**src/rtl/pkt_fifo_sync_pkg.sv**
```systemverilog
// Shared definitions for the packet FIFO: write-side frame state encodings,
// kept numerically identical to the encodings used by the downstream packet stages.
package pkt_fifo_sync_pkg;

    typedef enum logic [1:0] {
        ST_IDLE  = 2'd0,
        ST_FRAME = 2'd1,
        ST_DROP  = 2'd2
    } wr_state_e;

endpackage

```
**src/rtl/pkt_fifo_sync_dualram.sv**
```systemverilog
// Simple dual-port RAM: one synchronous write port, one asynchronous read port.
// The read data is registered by the instantiating FIFO.
module pkt_fifo_sync_dualram #(
    parameter int AW = 4,
    parameter int DW = 33
) (
    input  logic          clk,
    input  logic          i_we,
    input  logic [AW-1:0] i_waddr,
    input  logic [DW-1:0] i_wdata,
    input  logic [AW-1:0] i_raddr,
    output logic [DW-1:0] o_rdata
);

    logic [DW-1:0] r_mem [2**AW];

    always_ff @(posedge clk) begin
        if (i_we) begin
            r_mem[i_waddr] <= i_wdata;
        end
    end

    assign o_rdata = r_mem[i_raddr];

endmodule

```
**src/rtl/pkt_fifo_sync.sv**
```systemverilog
// Single-clock packet FIFO with frame commit/abort: only committed frames are
// visible to the reader; partial frames are discarded on abort or overflow.
module pkt_fifo_sync
    import pkt_fifo_sync_pkg::*;
#(
    parameter int ASIZE      = 4,
    parameter int DSIZE      = 32,
    parameter int AFULL_LVL  = 2**ASIZE - 2,
    parameter int AEMPTY_LVL = 2
) (
    input  logic             clk,
    input  logic             rst,
    input  logic             wreq,
    input  logic [DSIZE-1:0] wdata,
    input  logic             wlast,
    input  logic             wabort,
    input  logic             rreq,
    output logic [DSIZE-1:0] rdata,
    output logic             rlast,
    output logic             rvalid,
    output logic             full,
    output logic             empty,
    output logic             afull,
    output logic             aempty,
    output logic [ASIZE:0]   used,
    output logic [ASIZE:0]   fcount,
    output logic             overflow
);

    localparam logic [ASIZE:0] C_DEPTH  = (ASIZE+1)'(2**ASIZE);
    localparam logic [ASIZE:0] C_AFULL  = (ASIZE+1)'(AFULL_LVL);
    localparam logic [ASIZE:0] C_AEMPTY = (ASIZE+1)'(AEMPTY_LVL);

    wr_state_e        r_state;
    wr_state_e        w_state_next;
    logic [ASIZE:0]   r_waddr;
    logic [ASIZE:0]   r_wcommit;
    logic [ASIZE:0]   r_raddr;
    logic [ASIZE:0]   r_fcount;
    logic [ASIZE:0]   w_waddr_next;
    logic [ASIZE:0]   w_wcommit_next;
    logic [ASIZE:0]   w_used;
    logic [ASIZE:0]   w_committed;
    logic             w_full;
    logic             w_empty;
    logic             w_we;
    logic             w_commit;
    logic             w_ovf;
    logic             w_rd_en;
    logic             w_rd_last;
    logic [DSIZE:0]   w_ram_q;
    logic [DSIZE-1:0] r_rdata;
    logic             r_rlast;
    logic             r_rvalid;
    logic             r_overflow;

    assign w_used      = r_waddr - r_raddr;
    assign w_committed = r_wcommit - r_raddr;
    assign w_full      = (w_used == C_DEPTH);
    assign w_empty     = (r_wcommit == r_raddr);
    assign w_rd_en     = rreq & ~w_empty;
    assign w_rd_last   = w_rd_en & w_ram_q[DSIZE];

    // Write-side frame FSM; abort has priority over everything, including wlast.
    always_comb begin
        w_state_next   = r_state;
        w_waddr_next   = r_waddr;
        w_wcommit_next = r_wcommit;
        w_we           = 1'b0;
        w_commit       = 1'b0;
        w_ovf          = 1'b0;
        if (wabort) begin
            w_waddr_next = r_wcommit;
            w_state_next = ST_IDLE;
        end else if (wreq) begin
            if (r_state == ST_DROP) begin
                if (wlast) begin
                    w_state_next = ST_IDLE;
                end
            end else if (w_full) begin
                w_waddr_next = r_wcommit;
                w_ovf        = 1'b1;
                w_state_next = wlast ? ST_IDLE : ST_DROP;
            end else begin
                w_we         = 1'b1;
                w_waddr_next = r_waddr + 1'b1;
                if (wlast) begin
                    w_wcommit_next = r_waddr + 1'b1;
                    w_commit       = 1'b1;
                    w_state_next   = ST_IDLE;
                end else begin
                    w_state_next = ST_FRAME;
                end
            end
        end
    end

    pkt_fifo_sync_dualram #(
        .AW (ASIZE),
        .DW (DSIZE + 1)
    ) u_ram (
        .clk     (clk),
        .i_we    (w_we),
        .i_waddr (r_waddr[ASIZE-1:0]),
        .i_wdata ({wlast, wdata}),
        .i_raddr (r_raddr[ASIZE-1:0]),
        .o_rdata (w_ram_q)
    );

    always_ff @(posedge clk) begin
        if (rst) begin
            r_state    <= ST_IDLE;
            r_waddr    <= '0;
            r_wcommit  <= '0;
            r_raddr    <= '0;
            r_fcount   <= '0;
            r_rdata    <= '0;
            r_rlast    <= 1'b0;
            r_rvalid   <= 1'b0;
            r_overflow <= 1'b0;
        end else begin
            r_state    <= w_state_next;
            r_waddr    <= w_waddr_next;
            r_wcommit  <= w_wcommit_next;
            r_rvalid   <= w_rd_en;
            r_overflow <= w_ovf;
            if (w_rd_en) begin
                r_rdata <= w_ram_q[DSIZE-1:0];
                r_rlast <= w_ram_q[DSIZE];
                r_raddr <= r_raddr + 1'b1;
            end
            // A commit and a last-beat read in the same cycle cancel out.
            case ({w_commit, w_rd_last})
                2'b10:   r_fcount <= r_fcount + 1'b1;
                2'b01:   r_fcount <= r_fcount - 1'b1;
                default: r_fcount <= r_fcount;
            endcase
        end
    end

    assign rdata    = r_rdata;
    assign rlast    = r_rlast;
    assign rvalid   = r_rvalid;
    assign overflow = r_overflow;
    assign full     = w_full;
    assign empty    = w_empty;
    assign afull    = (w_used >= C_AFULL);
    assign aempty   = (w_committed <= C_AEMPTY);
    assign used     = w_used;
    assign fcount   = r_fcount;

endmodule

```
**config.mk**
```make
export PLATFORM = sky130hd
export DESIGN_NAME = pkt_fifo_sync
export DESIGN_NICKNAME = d
export VERILOG_FILES = /design/src/rtl/pkt_fifo_sync_pkg.sv /design/src/rtl/pkt_fifo_sync_dualram.sv /design/src/rtl/pkt_fifo_sync.sv
export SDC_FILE = /design/constraint.sdc
export NUM_CORES = 1
export LEC_CHECK = 0
export ABC_AREA = 1
export CORE_MARGIN = 2
export CORE_UTILIZATION = 61
export CTS_CLUSTER_SIZE = 30
export DETAILED_ROUTE_END_ITERATION = 10
export GPL_TIMING_DRIVEN = 0
export HOLD_SLACK_MARGIN = 0.03
export PLACE_DENSITY = 0.88
export SLEW_MARGIN = 30
export SYNTH_ARGS = -nofsm -noshare
export SYNTH_HDL_FRONTEND = slang
export SYNTH_SLANG_ARGS = --single-unit
```
**constraint.sdc**
```tcl
create_clock -name clk -period 6.3 [get_ports clk]
set_clock_uncertainty 0.15 [all_clocks]
set_input_delay 0.63 -clock clk [delete_from_list [all_inputs] [get_ports clk]]
set_output_delay 0.63 -clock clk [all_outputs]
set_load 0.01 [all_outputs]
```
==> results of run 1 <==
## state kept, by name, indices dropped and copies added (netlist names), named ones only
| signal | cells |
|---|---|
| fcount | 5 |
| overflow | 1 |
| r_raddr | 5 |
| r_state | 2 |
| r_waddr | 5 |
| r_wcommit | 5 |
| rdata | 32 |
| rlast | 1 |
| rvalid | 1 |
| u_ram.r_mem | 528 |
## final timing paths
path                               start  slack, ns  depth (start not counted)                      to
hold reg to reg   fcount[4]$_SDFFE_PP0P_       0.32                          1  fcount[4]$_SDFFE_PP0P_
setup / recovery                    flop       2.18                         15  fcount[4]$_SDFFE_PP0P_
hold / removal    fcount[4]$_SDFFE_PP0P_       0.32                          1  fcount[4]$_SDFFE_PP0P_
setup reg to reg                    flop       2.18                         15  fcount[4]$_SDFFE_PP0P_
## cells by family after synthesis
kind of cell	share of synthesized area [%]
flip-flops	72.29
adder cells (fa/ha/maj)	1.155
AO/OA/AOI/OAI	10.80
XOR/XNOR	0.3707
AND/OR/NAND/NOR	11.71
buffers and inverters	3.676
## metrics by stage
step / instances / total power [mW] / TNS, ns / utilization (%) / hold WS [ns]
final: 2685 / 9.602 / 0 / 72.00 / 0.3184
after global routing: 2685 / 9.841 / 0 / 72.00 / 0.3507
after CTS: 2685 / 9.506 / 0 / 72.00 / 0.3186
after detailed placement: 2583 / 6.193 / 0 / 67.32 / 0.3059
after global placement: 2547 / 6.076 / -99.50 / 65.33 / 0.2866
after floorplan: 1943 / 5.454 / 0 / - / 0.2936
## cell type report
class	instances	share of cell area (%)
buffer	123	2.051
clock buffer	66	5.195
clock inverter	36	1.297
inverter	80	1.084
multi-input combinational	1151	20.91
sequential	589	61.66
tap	518	2.340
timing repair buffer	122	5.466
## cell usage after synthesis, drive strengths merged
| cell type | n | area [µm²] |
|---|---|---|
| a31o | 1 | 8.760 |
| buf | 54 | 304.0 |
| o21ai | 280 | 1401 |
| ha | 17 | 212.7 |
| a21oi | 20 | 100.1 |
| o22ai | 1 | 6.260 |
| or2 | 1 | 6.260 |
| xor2 | 4 | 35.03 |
| nand3b | 4 | 30.03 |
| nor2 | 471 | 1770 |
| clkinv | 2 | 7.510 |
| fa | 3 | 60.06 |
| nor3b | 1 | 7.510 |
| dfxtp | 61 | 1221 |
| o221ai | 32 | 280.3 |
| nand3 | 115 | 580.6 |
| o211ai | 98 | 735.7 |
| inv | 78 | 292.8 |
| clkbuf | 69 | 264.0 |
| nand2 | 88 | 335.3 |
| o2111a | 1 | 11.26 |
| a211oi | 1 | 7.510 |
| nand4 | 1 | 6.260 |
| xnor2 | 6 | 52.55 |
| edfxtp | 528 | 15860 |
| nor3 | 6 | 30.03 |
## routing by layer
| layer | wire [µm] | up-vias | share of wire (%) | global-route usage [%] |
|---|---|---|---|---|
| met4 | 4907 | 0 | 6.8 | 21.72 |
| met1 | 22850 | 8348 | 32 | 42.66 |
| met2 | 33620 | 1807 | 47 | 57.76 |
| met3 | 10680 | 456 | 15 | 10.28 |
| met5 | 0 | - | 0 | 0 |
| li1 | - | 7354 | - | - |
## worst register-to-register path: cells and delay by family, from the launching register on
family,cells,cell delay [ns]
and+or+nand+nor,4,0.47
DFF,1,0.39
adders and majority gates,2,0.61
AOI/OAI and AO/OA,5,0.68
buffers and inverters,4,1.71
## power groups by stage
stage	Clock, mW	Sequential [mW]	Combinational, mW
after global routing	3.49	4.43	1.91
final	3.37	4.43	1.80
after floorplan	0	4.52	0.934
after global placement	0	4.50	1.57
after CTS	3.34	4.43	1.74
after detailed placement	0	4.51	1.69
==> metrics, run 1 <==
initial antenna violation count 0; Initial Util 61.41%; fin crit period approximately 4 ns; combinational power share 18.8%; H-tree depth 2; Seq cells post-synth 589; Worst-Margin Slew 1.109 ns; CP delay by family, top buffers and inverters; RSZ-0062 raised after global routing no; width of the chip 200.8 µm; Post-CTS Setup Bufs 0; largest net degree at the start of global routing 19; sw frac 28.66%; port buffer count 86; startpoint types flop; Crit Path Class flop to flop; Post-DP Area 25900 µm²; Detail Route Antenna Nets 0; Clk network pwr share 35.1%; CP required 6.63 ns; Slew Limit Fails 0; Core Region a little under 40000 µm²; leak pwr about 9.5 nW; DP HPWL 44.25 mm; DRC 0; first-pass GRT wire length 107.2 mm; Syn Nets 2001; clock net sink count 589; sequential share of the synthesized area 72.29%; pwr/cell area around 350 nW/µm²; GRT Residual Overflow 0; footprint of the multi-input gates 5791 µm²; Tcrit/Tclk final 65.40%; CTS tree built; Total GRT Usage 35.67%; Detailed Route WL roughly 72 mm; most common cell after layout, fill and taps aside edfxtp_1; Flop pwr share 46.1%; Total Die Area 40320 µm²; setup violators final 0; max incr delay on CP 0.83 ns; Worst path slowest cell clkbuf_1; Fill cells 2278; Ports 87; crit end category flop; gp weighted congestion 0.8723; Design Area, Final 27700 µm²; mean post-synth cell area approximately 12 µm²; Pint 6.851 mW; Clk Latency, worst-skew pair 0.60 ns; warnings from Yosys 0; Fin. Hold Viols 0; Max Cap Violations 0; register area 17080 µm²; vias in the first global route 18051; Post-Synthesis Cells 1943; synthesis-to-layout area growth 17.24%; Num CTS Buffers 55; Hold Path Class flop to flop; Placement Setup Slack 2.381 ns; Psw 2.752 mW; Netlist cell types 34; VDD IR max 0.0002668 V; clk root buf clkbuf_16; CTS clk-pin slew, worst paths about 0.060 ns; post-CTS sizing 0; area of the mapped netlist 23620 µm²; wire per inst 26.84 µm; mean number of vias per cell 6.691; worst setup margin 2.180 ns; number of buffers and inverters on the critical path 4; layout cell share with drive strength beyond 1 between 8 and 9%; Antenna Cells 0; die height 200.8 µm; Via Count 17965; most frequent cells in the layout 528 x edfxtp_1, 457 x nor2_1, 280 x o21ai_0; CTS Hold Bufs 0; status completed; drt pass-1 iters 7; CP Max Fanout 10; worst path cell trace inv_1 -> clkbuf_1 -> clkbuf_1 -> nand3_1 -> nand2_1 -> nand2_1 -> inv_1 -> ha_1 -> ha_1 -> a21oi_1 -> nand2_1 -> o21ai_0 -> a21oi_1 -> o21ai_0 -> a21oi_1; 1st-iter DRT viols 3237; fmax 0.2427 GHz; clock buffer depth 3; row count 72; critical path arrival 4.45 ns; Final nets 2180; Slew HR 26.09%
(Power assumes the default switching activity.)
==> inputs of run 2 (changes only) <==
- clock period: 6.3 -> 3.95 ns (I/O delays scaled with it)
==> metrics, run 2 (synthesis gave the netlist of run 1 again) <==
status completed; largest net degree at the start of global routing 21; Slew Limit Fails 0; first-pass GRT wire length ~100 mm; Fill cells 2231; most frequent cells in the layout 528 x edfxtp_1, 457 x nor2_1, 280 x o21ai_0; clk root buf clkbuf_16; port buffer count 86; layout cell share with drive strength beyond 1 8.744%; worst path cell trace inv_1 -> clkbuf_1 -> clkbuf_1 -> nand3_1 -> nand2_1 -> nand2_1 -> inv_1 -> ha_2 -> ha_1 -> nand2_1 -> nor2_1 -> a211oi_1 -> xnor2_1 -> o21ai_0 -> inv_1; Ports 87; Reg with most FFs u_ram.r_mem; DRC 0; most common cell after layout, fill and taps aside edfxtp_1; GRT Residual Overflow 0; fin crit period around 3.8 ns; crit end category flop; Total GRT Usage 33.84%; die height 200.8 µm; startpoint types flop; leak pwr 9.499 nW; H-tree depth 2; Final Power 15.16 mW; Hold Startpoint fcount[4]$_SDFFE_PP0P_; CP delay by family, top buffers and inverters; Total Die Area ~40000 µm²; Worst path slowest cell clkbuf_1; clock buffer depth 3; Core Region slightly below 40000 µm²; CTS clk-pin slew, worst paths 0.06 ns; Max Cap Violations 0; Hold Path Class flop to flop; Crit Path Class flop to flop; Via Count 17662; fin util 72.17%; drt pass-1 iters 6; Slew HR 30.25%; gp weighted congestion 0.8527; Tcrit/Tclk final 96.05%; DP HPWL 43.76 mm; Worst-Margin Slew approximately 1.0 ns; footprint of the multi-input gates roughly 5800 µm²; mean number of vias per cell 6.561; vias in the first global route between 15000 and 20000; pwr/cell area 546.3 nW/µm²; register area ~17000 µm²; Initial Util 61.41%; critical path arrival 4.14 ns; setup violators final 0; max reg flops 528; initial antenna violation count 3; r2r setup slk 0.16 ns; fmax about 0.26 GHz; width of the chip 200.8 µm; max incr delay on CP 0.75 ns; Num CTS Buffers 56; VDD IR max 0.0004592 V; RSZ-0062 raised after global routing no; Fin. Hold Viols 0; Detail Route Antenna Nets 0; 1st-iter DRT viols between 3000 and 4000; Clk Latency, worst-skew pair 0.61 ns; CTS Hold Bufs 0; synthesis-to-layout area growth 17.52%; CP Max Fanout 10; wire per inst 25.55 µm; CP required between 4 and 5 ns; row count 72; CTS tree built; Detailed Route WL around 69 mm; number of buffers and inverters on the critical path 5; clock net sink count 589; Final nets 2184
==> run 2: cell count changes in the layout (fill, tap and decap cells not counted), sizes merged <==
cell / previous run / this run
clkinvlp: 0 / 1
inv: 80 / 81
clkinv: 29 / 32
diode: 0 / 1
buf: 90 / 93
bufinv: 7 / 5
==> run 2: area by class of cell <==
type,instances,share of cell area (%)
Clock inverter,39,1.118
Tap cell,518,2.335
Sequential cell,589,61.51
Buffer,123,2.046
Antenna cell,1,0.009014
Clock buffer,66,5.260
Multi-Input combinational cell,1151,20.94
Inverter,80,1.082
Timing Repair Buffer,125,5.697
==> run 2: report_power, final <==
part           internal, mW  leakage (nW)  switching, mW
registers              6.97          5.26         0.0963
logic                 0.921          3.37           1.93
clock network          2.96         0.870           2.29
total                  10.8          9.50           4.32
==> run 2: timing repair <==
action,4_1_cts,5_1_grt
resized for setup,0,5
setup buffers,0,1
hold endpoints to repair,0,0
setup endpoints to repair,0,113
==> run 2: worst paths after layout <==
path	end	depth (start not counted)
max	fcount[3]$_SDFFE_PP0P_	15
min	fcount[4]$_SDFFE_PP0P_	1
max reg2reg	fcount[3]$_SDFFE_PP0P_	15
min reg2reg	fcount[4]$_SDFFE_PP0P_	1
==> run 2: worst reg2reg max path, stage by stage (launching register included) <==
cell	delay, ns
dfxtp_1	0.39
inv_1	0.10
clkbuf_1	0.57
clkbuf_1	0.75
nand3_1	0.18
nand2_1	0.12
nand2_1	0.09
inv_1	0.09
ha_2	0.24
ha_1	0.31
nand2_1	0.11
nor2_1	0.05
a211oi_1	0.23
xnor2_1	0.10
o21ai_0	0.16
inv_1	0.05
==> run 2: through the flow <==
| step | hold slack [ns] | setup slack [ns] | TNS [ns] | cell area (µm²) | instances |
|---|---|---|---|---|---|
| global route | 0.3191 | 0.001255 | 0 | 27760 | 2692 |
| finish | 0.3026 | 0.1559 | 0 | 27760 | 2692 |
| floorplan | 0.2936 | -0.9644 | -97.17 | 23650 | 1943 |
| detailed placement | 0.2914 | 0.07504 | 0 | 25960 | 2585 |
| global placement | 0.2872 | -3.460 | -601.57 | 25160 | 2547 |
| CTS | 0.2862 | 0.01715 | 0 | 27730 | 2690 |
==> run 2: routing by layer <==
layer	routed length (µm)	global-route usage, %	vias up
met5	9	0	-
met4	4337	19.66	2
met3	10180	10.39	369
met2	32010	53.81	1702
met1	22250	41.37	8226
li1	-	-	7363
